$ cat config.mk
export PLATFORM = sky130hd
export DESIGN_NAME = trigger_manager_multi
export DESIGN_NICKNAME = d
export VERILOG_FILES = /design/src/rtl/trigger_manager_multi.sv
export SDC_FILE = /design/constraint.sdc
export NUM_CORES = 1
export LEC_CHECK = 0
export ABC_AREA = 1
export BUFFER_PORTS_ARGS = -buffer_cell sky130_fd_sc_hd__buf_2
export CAP_MARGIN = 15
export CELL_PAD_IN_SITES_DETAIL_PLACEMENT = 1
export CELL_PAD_IN_SITES_GLOBAL_PLACEMENT = 1
export CORE_MARGIN = 1.5
export CORE_UTILIZATION = 43
export CTS_BUF_LIST = sky130_fd_sc_hd__clkbuf_4
export DETAILED_ROUTE_END_ITERATION = 6
export HOLD_SLACK_MARGIN = 0.05
export PLACE_DENSITY = 0.85
export SYNTH_ARGS = -nofsm -noshare
export SYNTH_HDL_FRONTEND = slang
export SYNTH_SLANG_ARGS = --single-unit
export TNS_END_PERCENT = 100
$ cat constraint.sdc
create_clock -name clk -period 5.5 [get_ports clk]
set_clock_uncertainty 0.1 [all_clocks]
set_input_delay 1.1 -clock clk [delete_from_list [all_inputs] [get_ports clk]]
set_output_delay 1.1 -clock clk [all_outputs]
set_load 0.05 [all_outputs]
$ cat src/rtl/trigger_manager_multi.sv
// Multi-channel trigger manager: accepts a trigger, starts a masked set of channels,
// waits for their done flags (with an optional timeout), then emits one fill record.
module trigger_manager_multi #(
  parameter int NCHAN      = 5,
  parameter int TRIG_NUM_W = 24,
  parameter int TIMEOUT_W  = 16,
  parameter int DROP_W     = 16
) (
  input  logic                  clk,
  input  logic                  reset,
  input  logic                  trigger,
  input  logic [1:0]            trig_type,
  input  logic [NCHAN-1:0]      chan_en,
  input  logic [TIMEOUT_W-1:0]  timeout_cycles,
  input  logic [NCHAN-1:0]      done,
  input  logic                  cm_busy,
  input  logic                  fifo_filled,
  input  logic                  fifo_ready,
  output logic [NCHAN-1:0]      go,
  output logic [NCHAN-1:0]      trig_arm,
  output logic [TRIG_NUM_W-1:0] trig_num,
  output logic                  fifo_valid,
  output logic [1:0]            fifo_type,
  output logic [NCHAN-1:0]      fifo_timeout_mask,
  output logic [DROP_W-1:0]     drop_count,
  output logic                  timeout_err
);

  typedef enum logic [3:0] {
    S_IDLE     = 4'b0001,
    S_FILL     = 4'b0010,
    S_STORE    = 4'b0100,
    S_ARM_WAIT = 4'b1000
  } state_t;

  localparam logic [TIMEOUT_W-1:0] TIMER_ONE = TIMEOUT_W'(1);

  state_t                  r_state;
  logic [NCHAN-1:0]        r_mask;
  logic [1:0]              r_type;
  logic [TRIG_NUM_W-1:0]   r_trig_num;
  logic [TIMEOUT_W-1:0]    r_timer;
  logic [DROP_W-1:0]       r_drop;
  logic [NCHAN-1:0]        r_go;
  logic [NCHAN-1:0]        r_arm;
  logic                    r_valid;
  logic [NCHAN-1:0]        r_tmask;
  logic                    r_terr;

  state_t                  w_state_next;
  logic                    w_accept;
  logic                    w_all_done;
  logic                    w_timeout_hit;
  logic                    w_timed_out;
  logic [NCHAN-1:0]        w_mask_next;
  logic [NCHAN-1:0]        w_go_next;
  logic [NCHAN-1:0]        w_arm_next;
  logic                    w_valid_next;
  logic [NCHAN-1:0]        w_tmask_next;

  assign w_accept      = (r_state == S_IDLE) && trigger && !cm_busy && (|chan_en);
  // Disabled channels count as done so they never hold up a fill.
  assign w_all_done    = &(done | ~r_mask);
  assign w_timeout_hit = (timeout_cycles != '0) && (r_timer == timeout_cycles - TIMER_ONE);

  always_comb begin
    w_state_next = r_state;
    w_timed_out  = 1'b0;
    case (r_state)
      S_IDLE: begin
        if (w_accept) w_state_next = S_FILL;
      end
      S_FILL: begin
        if (w_all_done) begin
          w_state_next = S_STORE;
        end else if (w_timeout_hit) begin
          w_state_next = S_STORE;
          w_timed_out  = 1'b1;
        end
      end
      S_STORE: begin
        if (fifo_ready) w_state_next = S_ARM_WAIT;
      end
      S_ARM_WAIT: begin
        if (!fifo_filled && !cm_busy) w_state_next = S_IDLE;
      end
      default: w_state_next = S_IDLE;
    endcase
  end

  // Outputs are computed from the next state so they move on the same edge as the state.
  always_comb begin
    w_mask_next  = w_accept ? chan_en : r_mask;
    w_go_next    = (w_state_next == S_FILL) ? w_mask_next : '0;
    w_arm_next   = ((w_state_next == S_IDLE) || (w_state_next == S_FILL)) ? '1 : '0;
    w_valid_next = (w_state_next == S_STORE);
    w_tmask_next = r_tmask;
    if ((r_state == S_FILL) && w_all_done) begin
      w_tmask_next = '0;
    end else if (w_timed_out) begin
      w_tmask_next = r_mask & ~done;
    end
  end

  always_ff @(posedge clk) begin
    if (reset) begin
      r_state    <= S_IDLE;
      r_mask     <= '0;
      r_type     <= '0;
      r_trig_num <= '0;
      r_timer    <= '0;
      r_drop     <= '0;
      r_go       <= '0;
      r_arm      <= '1;
      r_valid    <= 1'b0;
      r_tmask    <= '0;
      r_terr     <= 1'b0;
    end else begin
      r_state <= w_state_next;
      r_mask  <= w_mask_next;
      r_go    <= w_go_next;
      r_arm   <= w_arm_next;
      r_valid <= w_valid_next;
      r_tmask <= w_tmask_next;
      if (w_accept) begin
        r_type     <= trig_type;
        r_trig_num <= r_trig_num + 1'b1;
        r_timer    <= '0;
      end else if (r_state == S_FILL) begin
        r_timer <= r_timer + 1'b1;
      end
      if (trigger && !w_accept && (r_drop != '1)) begin
        r_drop <= r_drop + 1'b1;
      end
      if (w_timed_out) begin
        r_terr <= 1'b1;
      end
    end
  end

  assign go                = r_go;
  assign trig_arm          = r_arm;
  assign trig_num          = r_trig_num;
  assign fifo_valid        = r_valid;
  assign fifo_type         = r_type;
  assign fifo_timeout_mask = r_tmask;
  assign drop_count        = r_drop;
  assign timeout_err       = r_terr;

endmodule

# Yosys cells after proc, flatten, opt, wreduce, memory -nomap -nowiden
# Index checks and enable logic that the tools add are counted.
word_totals:
  reg_bits: 84
  inputBits: 34
  out_inout_bits: 59
  wordCells: 58
classes:
  add_sub_neg: 4
  n_eq_ne: 9
  n_mux: 11
  n_bitwise: 5
  n_reduce_logical: 18
op_table:
  columns: ["operator", "n"]
  rows:
  - ["adder 16 x 1 -> 16 bit, second input constant", 2]
  - ["adder 24 x 1 -> 24 bit, second input constant", 1]
  - ["2-to-1 mux 4 bit", 5]
  - ["equality test 16 bit", 1]
  - ["inequality test 16 bit, second input constant", 1]
  - ["one-hot mux 4 bit (4 select lines)", 1]
  - ["nonzero test 16 bit", 1]
  - ["subtractor 16 x 1 -> 16 bit, second input constant", 1]
  - ["2-to-1 mux 5 bit", 2]
  - ["NOT 5 bit", 2]
  - ["equality test 4 x 1 -> 1 bit, second input constant", 2]
  - ["equality test 4 x 2 -> 1 bit, second input constant", 2]
  - ["equality test 4 x 3 -> 1 bit, second input constant", 2]
  - ["logical AND 1 bit", 8]
  - ["OR reduction 2 bit", 3]
  - ["bitwise AND 5 bit", 1]
  - ["bitwise OR 5 bit", 1]
  - ["AND reduction 5 bit", 1]
  - ["OR reduction 5 bit", 1]
  - ["equality test 4 bit, second input constant", 1]
  - ["zero test 1 bit", 3]
  - ["2-to-1 mux 1 bit", 3]
  - ["logical OR 1 bit", 1]
  - ["NOT 1 bit", 1]

# Depth between registers and ports, before layout
# Gate-level depths: netlist (run 1).
depth:
  depth_word: 9
  mapped_depth: 17
  depth_no_buf: 16

# Least setup slack after synthesis (run 1)
# Ideal clock, no wire load.
synth_timing:
  kind: "input-to-reg"
  start: "input timeout_cycles[0]"
  end: "register r_tmask[0] (netlist: fifo_timeout_mask[0])"
  setup_time_ns: 0.113
  arrival_ns: 2.415
  required_time_ns: 5.287
  slack_ns: 2.872
  cell_stages: 16
  path_buffers: 1
  cell_sequence: "inv_1 ha_1 inv_1 nand2_1 nand2_1 nand2_1 nand2_1 nor2_1 nand2_1 nor2_1 nand2_1 nor2_2 nand3_2 buf_6 nor2_1 nor2_1"
synth_between:
  elab_chain_len: 6
  elab_cells_between_ends: 7
  cone_classes: "add/sub (1); eq/ne (1); mux (3); reduce/logical (2)"
synth_lines:
  columns: ["item", "line", "rtl"]
  rows:
  - ["from (decl)", "14", "input logic [TIMEOUT_W-1:0] timeout_cycles,"]
  - ["subtractor 16 x 1 -> 16 bit", "64", "assign w_timeout_hit = (timeout_cycles != '0) && (r_timer == timeout_cycles - TIMER_ONE);"]
  - ["equality test 16 bit", "64", null]
  - ["logical AND 1 bit *", "64", null]
  - ["2-to-1 mux 1 bit *", "76", "end else if (w_timeout_hit) begin"]
  - ["2-to-1 mux 1 bit *", "74", "if (w_all_done) begin"]
  - ["2-to-1 mux 1 bit *", "69", "case (r_state)"]
  - ["to (signal assigned)", "124", "r_tmask <= w_tmask_next;"]
  - ["to (decl)", "47", "logic [NCHAN-1:0] r_tmask;"]
# Mark *: on every way between the ends. The rest lies on a longest branch, timed or not.
# A chain may end at the register's enable or synchronous reset.

# Worst setup path after layout (run 1)
layout_timing:
  start: "input chan_en[2]"
  end: "register r_drop[10] (netlist: drop_count[10])"
layout_between:
  elab_chain_len: 5
layout_lines:
  columns: ["item", "line", "rtl"]
  rows:
  - ["from (decl)", "13", "input logic [NCHAN-1:0] chan_en,"]
  - ["OR reduction 5 bit", "61", "assign w_accept = (r_state == S_IDLE) && trigger && !cm_busy && (|chan_en);"]
  - ["logical AND 1 bit", "61", null]
  - ["zero test 1 bit", "132", "if (trigger && !w_accept && (r_drop != '1)) begin"]
  - ["logical AND 1 bit (2 in series)", "132", null]
  - ["to (signal assigned)", "133", "r_drop <= r_drop + 1'b1;"]
  - ["to (decl)", "43", "logic [DROP_W-1:0] r_drop;"]
# No other way between the ends.

==> results of run 1 <==
## critical path: cells and delay by family
kind | cells | cell delay (ns)
AOI/OAI and AO/OA | 1 | 0.15
and+or+nand+nor | 7 | 1.71
buffers and inverters | 1 | 0.10
## per-layer routing
metal  track usage  up-vias  routed length, microns
met2         0.414       80                    6300
met5             0        -                       0
li1              -     2343                       -
met3        0.0576       14                     553
met1         0.289     2197                    5820
met4        0.0637        0                     150
## cells by family after synthesis
family / count (synthesis) / share of synthesized area
AND/OR/NAND/NOR: 363 / 0.365
buffers and inverters: 107 / 0.0946
AO/OA/AOI/OAI: 89 / 0.104
flip-flops: 80 / 0.350
XOR/XNOR: 38 / 0.0727
adder cells (fa/ha/maj): 5 / 0.0137
## per-stage QoR
stage	cells	power [mW]	worst slack (ns)	hold WS (ns)
5_1_grt	908	1.44	2.40	0.399
2_1_floorplan	682	0.913	2.87	0.351
4_1_cts	908	1.38	2.66	0.384
6_report	908	1.36	2.65	0.377
3_3_place_gp	893	0.975	2.31	0.337
3_5_place_dp	893	0.985	2.21	0.359
## power by group
group / total (mW) / internal, mW / switching (mW) / leakage (nW)
clock: 0.390 / 0.180 / 0.210 / 0.0778
combinational: 0.339 / 0.0808 / 0.258 / 1.53
sequential: 0.635 / 0.611 / 0.0236 / 0.647
total: 1.36 / 0.872 / 0.492 / 2.26
## synthesized netlist by cell type
master	number
nor3_2	3
o21ai_1	3
nand4_1	14
nor2_2	9
nor4_1	7
xor2_1	20
o21a_1	4
dfxtp_1	80
clkbuf_1	7
buf_2	2
inv_2	1
inv_4	1
nand3_4	1
o21ai_0	26
nor3_1	19
nand2_2	6
inv_1	88
nand3_2	4
nand2_4	1
nand3b_4	1
buf_1	2
nor3b_1	3
nand3b_1	2
nand3_1	32
o22ai_1	2
xnor2_1	18
a21boi_0	5
a211oi_1	3
ha_1	5
nand2_1	159
nor2_1	95
nor2_4	7
a21oi_1	46
buf_4	5
buf_6	1
## worst min path at each step
stage	endpoint	cells past startpoint
final	timeout_err$_SDFFE_PP0P_	2
after global routing	timeout_err$_SDFFE_PP0P_	2
after CTS	timeout_err$_SDFFE_PP0P_	2
after detailed placement	timeout_err$_SDFFE_PP0P_	2
after global placement	timeout_err$_SDFFE_PP0P_	2
after floorplan	r_mask[2]$_SDFF_PP0_	2
## layout make-up
cell class / count / area (sq um)
tap: 136 / 170
multi-input combinational: 495 / 2540
clock buffer: 9 / 67.6
sequential: 80 / 1600
inverter: 90 / 340
timing repair buffer: 92 / 460
clock inverter: 6 / 85.1
fill: 1456 / 5060
## flip-flops by register name, summed over array words and instances, names as in the netlist
signal,count
trig_arm,1
drop_count,16
r_state,4
go,5
fifo_timeout_mask,5
r_timer,16
fifo_type,2
timeout_err,1
fifo_valid,1
r_mask,5
trig_num,24
==> results.toml, run 1 <==
[setup_path]
path_cells = "buf_2 > nor3_1 > nand2_1 > nand2_4 > nand3_1 > nor2_1 > nand2_1 > o21ai_0 > nor2_1"
slowest_stage = "nand3_1"
regToRegEndpoint = "drop_count[10]$_SDFFE_PP0P_"
cp_data_arrival_time_ns = 3.09
ff2ff_path_depth = 9
path_max_fanout = 36
startpoint = "chan_en[2]"
crit_path_end = "drop_count[10]$_SDFFE_PP0P_"
startpoint_type = "primary input"
crit_type = "in2reg"
crit_path_max_incr_delay_ns = 0.52
r2r_slack_ns = 2.98
reg2reg_from = "r_state[3]$_SDFF_PP0_"
required_ns = 5.74
cp-end-kind = "register"

[logic_synthesis]
netlist_instances = 682
ys_ff_latch = 80
yosys.area.top_type = "dfxtp_1"
yosys.area.top_type_share = 0.350
synth.distinct_cells = 35
avgSynthCellArea_sq_um = 6.71
yosysWarnings = 0
synth_area_leaders = "dfxtp_1 (35%), nand2_1 (13%), nor2_1 (7.8%), inv_1 (7.2%), a21oi_1 (5.0%)"
ys_seq_area_frac = 0.350
syn-num-nets = 721
syn-cell-area_sq_mm = 0.00458

[cts]
numCtsBuffers = 9
cts_num_sinks = 80
cts_resized = 0
cts_setup_buffers = 0
hold_buffers = 0
clk_path_buf_depth = 2
cts_tree = "built"
path_clk_slew_ns = 0.14
htreeDepth = 3
root_buffer = "clkbuf_4"
clk_latency_ns = 0.44

[finish]
final_core_util = 0.510
final_cell_mix = "nand2_1 (159), nor2_1 (95), buf_2 (92)"
fin_nets = 807
drive_gt1_frac = 0.183
area_delta_synth_final_pct = 15.1
final_cell_area_sq_mm = 0.00527
final_common_cell = "nand2_1"
antenna_cells = 0

[timing]
max-slew-margin-rel = 0.512
min_period_ns = 2.85
finalCritPeriodShare = 0.518
slew_viol_final = 0
finalSetupViolCount = 0
finalHoldViolations = 0
fmax_ghz = 0.351
rsz0062_at_grt = "no"
final.setup.tns_ns = 0
worst_pin_slew_ns = 0.732

[power]
irDropWorstVdd_mv = 0.120
p_leak_nw = 2.26
powerDensity_mw_per_mm2 = 259

[status]
outcome = "complete, no violations"

[worst_hold_path]
hp-start = "timeout_err$_SDFFE_PP0P_"
hold_path_class = "reg2reg"

[floorplan]
io_pins = 93
die_w_microns = 106
initial_core_util = 0.443
rows = 37
die-area_sq_mm = 0.0113
core_sq_mm = 0.0103
die_h_microns = 106

[grt]
grt_pass1_vias = 4624
grt_first_pass_wirelength_mm = 21.7
gr-total-overflow = 0
grt.total_usage = 0.237
antenna_found_initial = 0
grt_max_degree = 37

[route]
num_vias = 4634
ant_nets = 0
wire_per_inst_microns = 14.1
dr.pass1.iters = 4
drc_errors = 0
viasPerCell = 5.10
drt_wl_total_mm = 12.8
drtIter0Drc = 183

[job]
drv_cap = 0

[placed_design]
placed_cell_area_sq_mm = 0.00511
dp_hpwl_mm = 9.80
io_buffers = 92
place.gp.congestion = 0.857
(Power assumes the default switching activity.)
==> inputs of run 2 (changes only) <==
--- a/config.mk
+++ b/config.mk
@@ -5,17 +5,17 @@
 export SDC_FILE = /design/constraint.sdc
 export NUM_CORES = 1
 export LEC_CHECK = 0
-export ABC_AREA = 1
+export ABC_AREA = 0
 export BUFFER_PORTS_ARGS = -buffer_cell sky130_fd_sc_hd__buf_2
 export CAP_MARGIN = 15
 export CELL_PAD_IN_SITES_DETAIL_PLACEMENT = 1
 export CELL_PAD_IN_SITES_GLOBAL_PLACEMENT = 1
 export CORE_MARGIN = 1.5
-export CORE_UTILIZATION = 43
+export CORE_UTILIZATION = 41
 export CTS_BUF_LIST = sky130_fd_sc_hd__clkbuf_4
 export DETAILED_ROUTE_END_ITERATION = 6
 export HOLD_SLACK_MARGIN = 0.05
-export PLACE_DENSITY = 0.85
+export PLACE_DENSITY = 0.79
 export SYNTH_ARGS = -nofsm -noshare
 export SYNTH_HDL_FRONTEND = slang
 export SYNTH_SLANG_ARGS = --single-unit
==> constraint.sdc (replaced) <==
create_clock -name clk -period 2.8 [get_ports clk]
set_clock_uncertainty 0.1 [all_clocks]
set_input_delay 0.56 -clock clk [delete_from_list [all_inputs] [get_ports clk]]
set_output_delay 0.56 -clock clk [all_outputs]
set_load 0.05 [all_outputs]
==> results.toml, run 2 <==
[status]
outcome = "complete, no violations"

[floorplan]
die-area_sq_mm = 0.0105
core_sq_mm = 0.00968
die_w_microns = 102
initial_core_util = 0.419
io_pins = 93
rows = 36
die_h_microns = 102

[logic_synthesis]
netlist_instances = 482
synth.distinct_cells = 57
synth_area_leaders = "dfxtp_1 (39%), xor2_1 (9.3%), nor2_1 (6.3%), xnor2_1 (6.0%), nand2_1 (4.3%)"
yosys.area.top_type = "dfxtp_1"
synth_edf_count = 0
synth_most_common_cell = "dfxtp_1"
syn-cell-area_sq_mm = 0.00406
syn-num-nets = 521
ys_seq_area_frac = 0.395
yosysWarnings = 0
ys_async_sr_fraction = 0
ys.flop_type = "dfxtp_1"
yosys.area.top_type_share = 0.395
ys_ff_latch = 80
synth_common_cells = "dfxtp_1 (80), nor2_1 (68), nand2_1 (46)"
avgSynthCellArea_sq_um = 8.42

[timing]
fmax_ghz = 0.376
finalSetupViolCount = 0
min_period_ns = 2.66
slew_viol_final = 0
rsz0062_at_grt = "no"
max-slew-margin-rel = 0.569
finalHoldViolations = 0
finalCritPeriodShare = 0.951
final.setup.tns_ns = 0
worst_pin_slew_ns = 0.647

[cts]
cts_setup_buffers = 0
clk_path_buf_depth = 2
hold_buffers = 0
numCtsBuffers = 9
htreeDepth = 3
path_clk_slew_ns = 0.12
cts_tree = "built"
cts_num_sinks = 80
root_buffer = "clkbuf_4"
cts_resized = 0
clk_latency_ns = 0.44

[setup_path]
cp_data_arrival_time_ns = 2.92
crit_path_max_incr_delay_ns = 0.34
startpoint_type = "primary input"
cp-end-kind = "register"
path_common_cell = "nand4_1"
crit_type = "in2reg"
startpoint = "timeout_cycles[1]"
reg2reg_from = "r_state[0]$_SDFF_PP1_"
path_max_fanout = 8
required_ns = 3.06
slowest_stage = "nor3b_2"
path_cells = "buf_2 > inv_1 > ha_1 > nor3b_2 > nand4_1 > xor2_1 > o221ai_1 > nand4_1 > buf_4 > nand4bb_1 > a31oi_1"

[route]
met3_wirelength_microns = 445
met2RoutedLength_mm = 5.68
drc_errors = 0
dr.pass1.iters = 4
drt_wl_total_mm = 11.2
ant_nets = 0
wire_per_inst_microns = 15.1
num_vias = 3919
viasPerCell = 5.28
drtIter0Drc = 83
met1Wirelength_mm = 4.84
top_layer_used = "met4"

[worst_hold_path]
hold_path_class = "in2reg"
hp-start = "trig_type[1]"

[grt]
grt_first_pass_wirelength_mm = 18.6
grt.total_usage = 0.227
gr-total-overflow = 0
grt_pass1_vias = 4067
grt_max_degree = 56
antenna_found_initial = 0

[placed_design]
place.gp.congestion = 0.838
dp_hpwl_mm = 8.72
io_buffers = 92

[finish]
final_core_util = 0.520
final_common_cell = "buf_2"
area_delta_synth_final_pct = 24.1
largest_reg_flops = 24
antenna_cells = 0
drive_gt1_frac = 0.268
fin_nets = 644
final_cell_mix = "buf_2 (92), dfxtp_1 (80), nor2_1 (68)"

[power]
powerDensity_mw_per_mm2 = 421
p_leak_nw = 2.07
irDropWorstVdd_mv = 0.306

[job]
drv_cap = 0
[run 2: report_power, final]
group | total (mW) | internal, mW | switching (mW)
logic | 0.303 | 0.110 | 0.193
clock network | 0.647 | 0.256 | 0.390
registers | 1.17 | 1.15 | 0.0174
total | 2.12 | 1.52 | 0.600
[run 2: worst paths after layout]
check	to	slack, ns	cells after the start
max	fifo_timeout_mask[4]$_SDFFE_PP0P_	0.14	11
min	fifo_type[1]$_SDFFE_PP0P_	0.27	3
max reg2reg	trig_num[22]$_SDFFE_PP0P_	0.17	7
min reg2reg	fifo_type[1]$_SDFFE_PP0P_	0.37	2
[run 2: layout make-up]
cell class              instances  area, sq um
clock buffers                   9         67.6
clock inverters                 6         51.3
fillers                      1221         4650
inverters                      14         52.6
multi-input cells             367         2330
flip-flops and latches         80         1600
well taps                     133          166
repair buffers                133          768
[run 2: stage by stage]
step	power (mW)	hold slack [ns]	cells	cell area (sq um)	setup WS, ns
after floorplan	1.38	0.345	482	4070	-0.0120
after global placement	1.49	0.343	727	4920	-0.131
after detailed placement	1.50	0.354	727	4920	-0.321
after CTS	2.14	0.238	742	5040	0.141
after global routing	2.22	0.267	742	5040	0.0123
final	2.12	0.269	742	5040	0.138
[run 2: cells by family after synthesis]
| group | synth area share |
|---|---|
| adders and majority gates | 0.0154 |
| and+or+nand+nor | 0.295 |
| AOI/OAI and AO/OA | 0.0974 |
| muxes | 0.00740 |
| DFF | 0.395 |
| buffers and inverters | 0.0370 |
| xor gates and xnor gates | 0.153 |
[run 2: routing by layer]
metal | vias up | GRT usage
met5 | - | 0
met4 | 0 | 0.0927
met3 | 19 | 0.0495
met2 | 78 | 0.393
met1 | 1885 | 0.274
li1 | 1937 | -
[run 2: worst max-delay path, delay by kind of cell]
kind	cells	cell delay (ns)
AND/OR/NAND/NOR	4	1.00
XOR/XNOR	1	0.18
adder cells (fa/ha/maj)	1	0.25
AO/OA/AOI/OAI	2	0.50
buffers and inverters	3	0.42
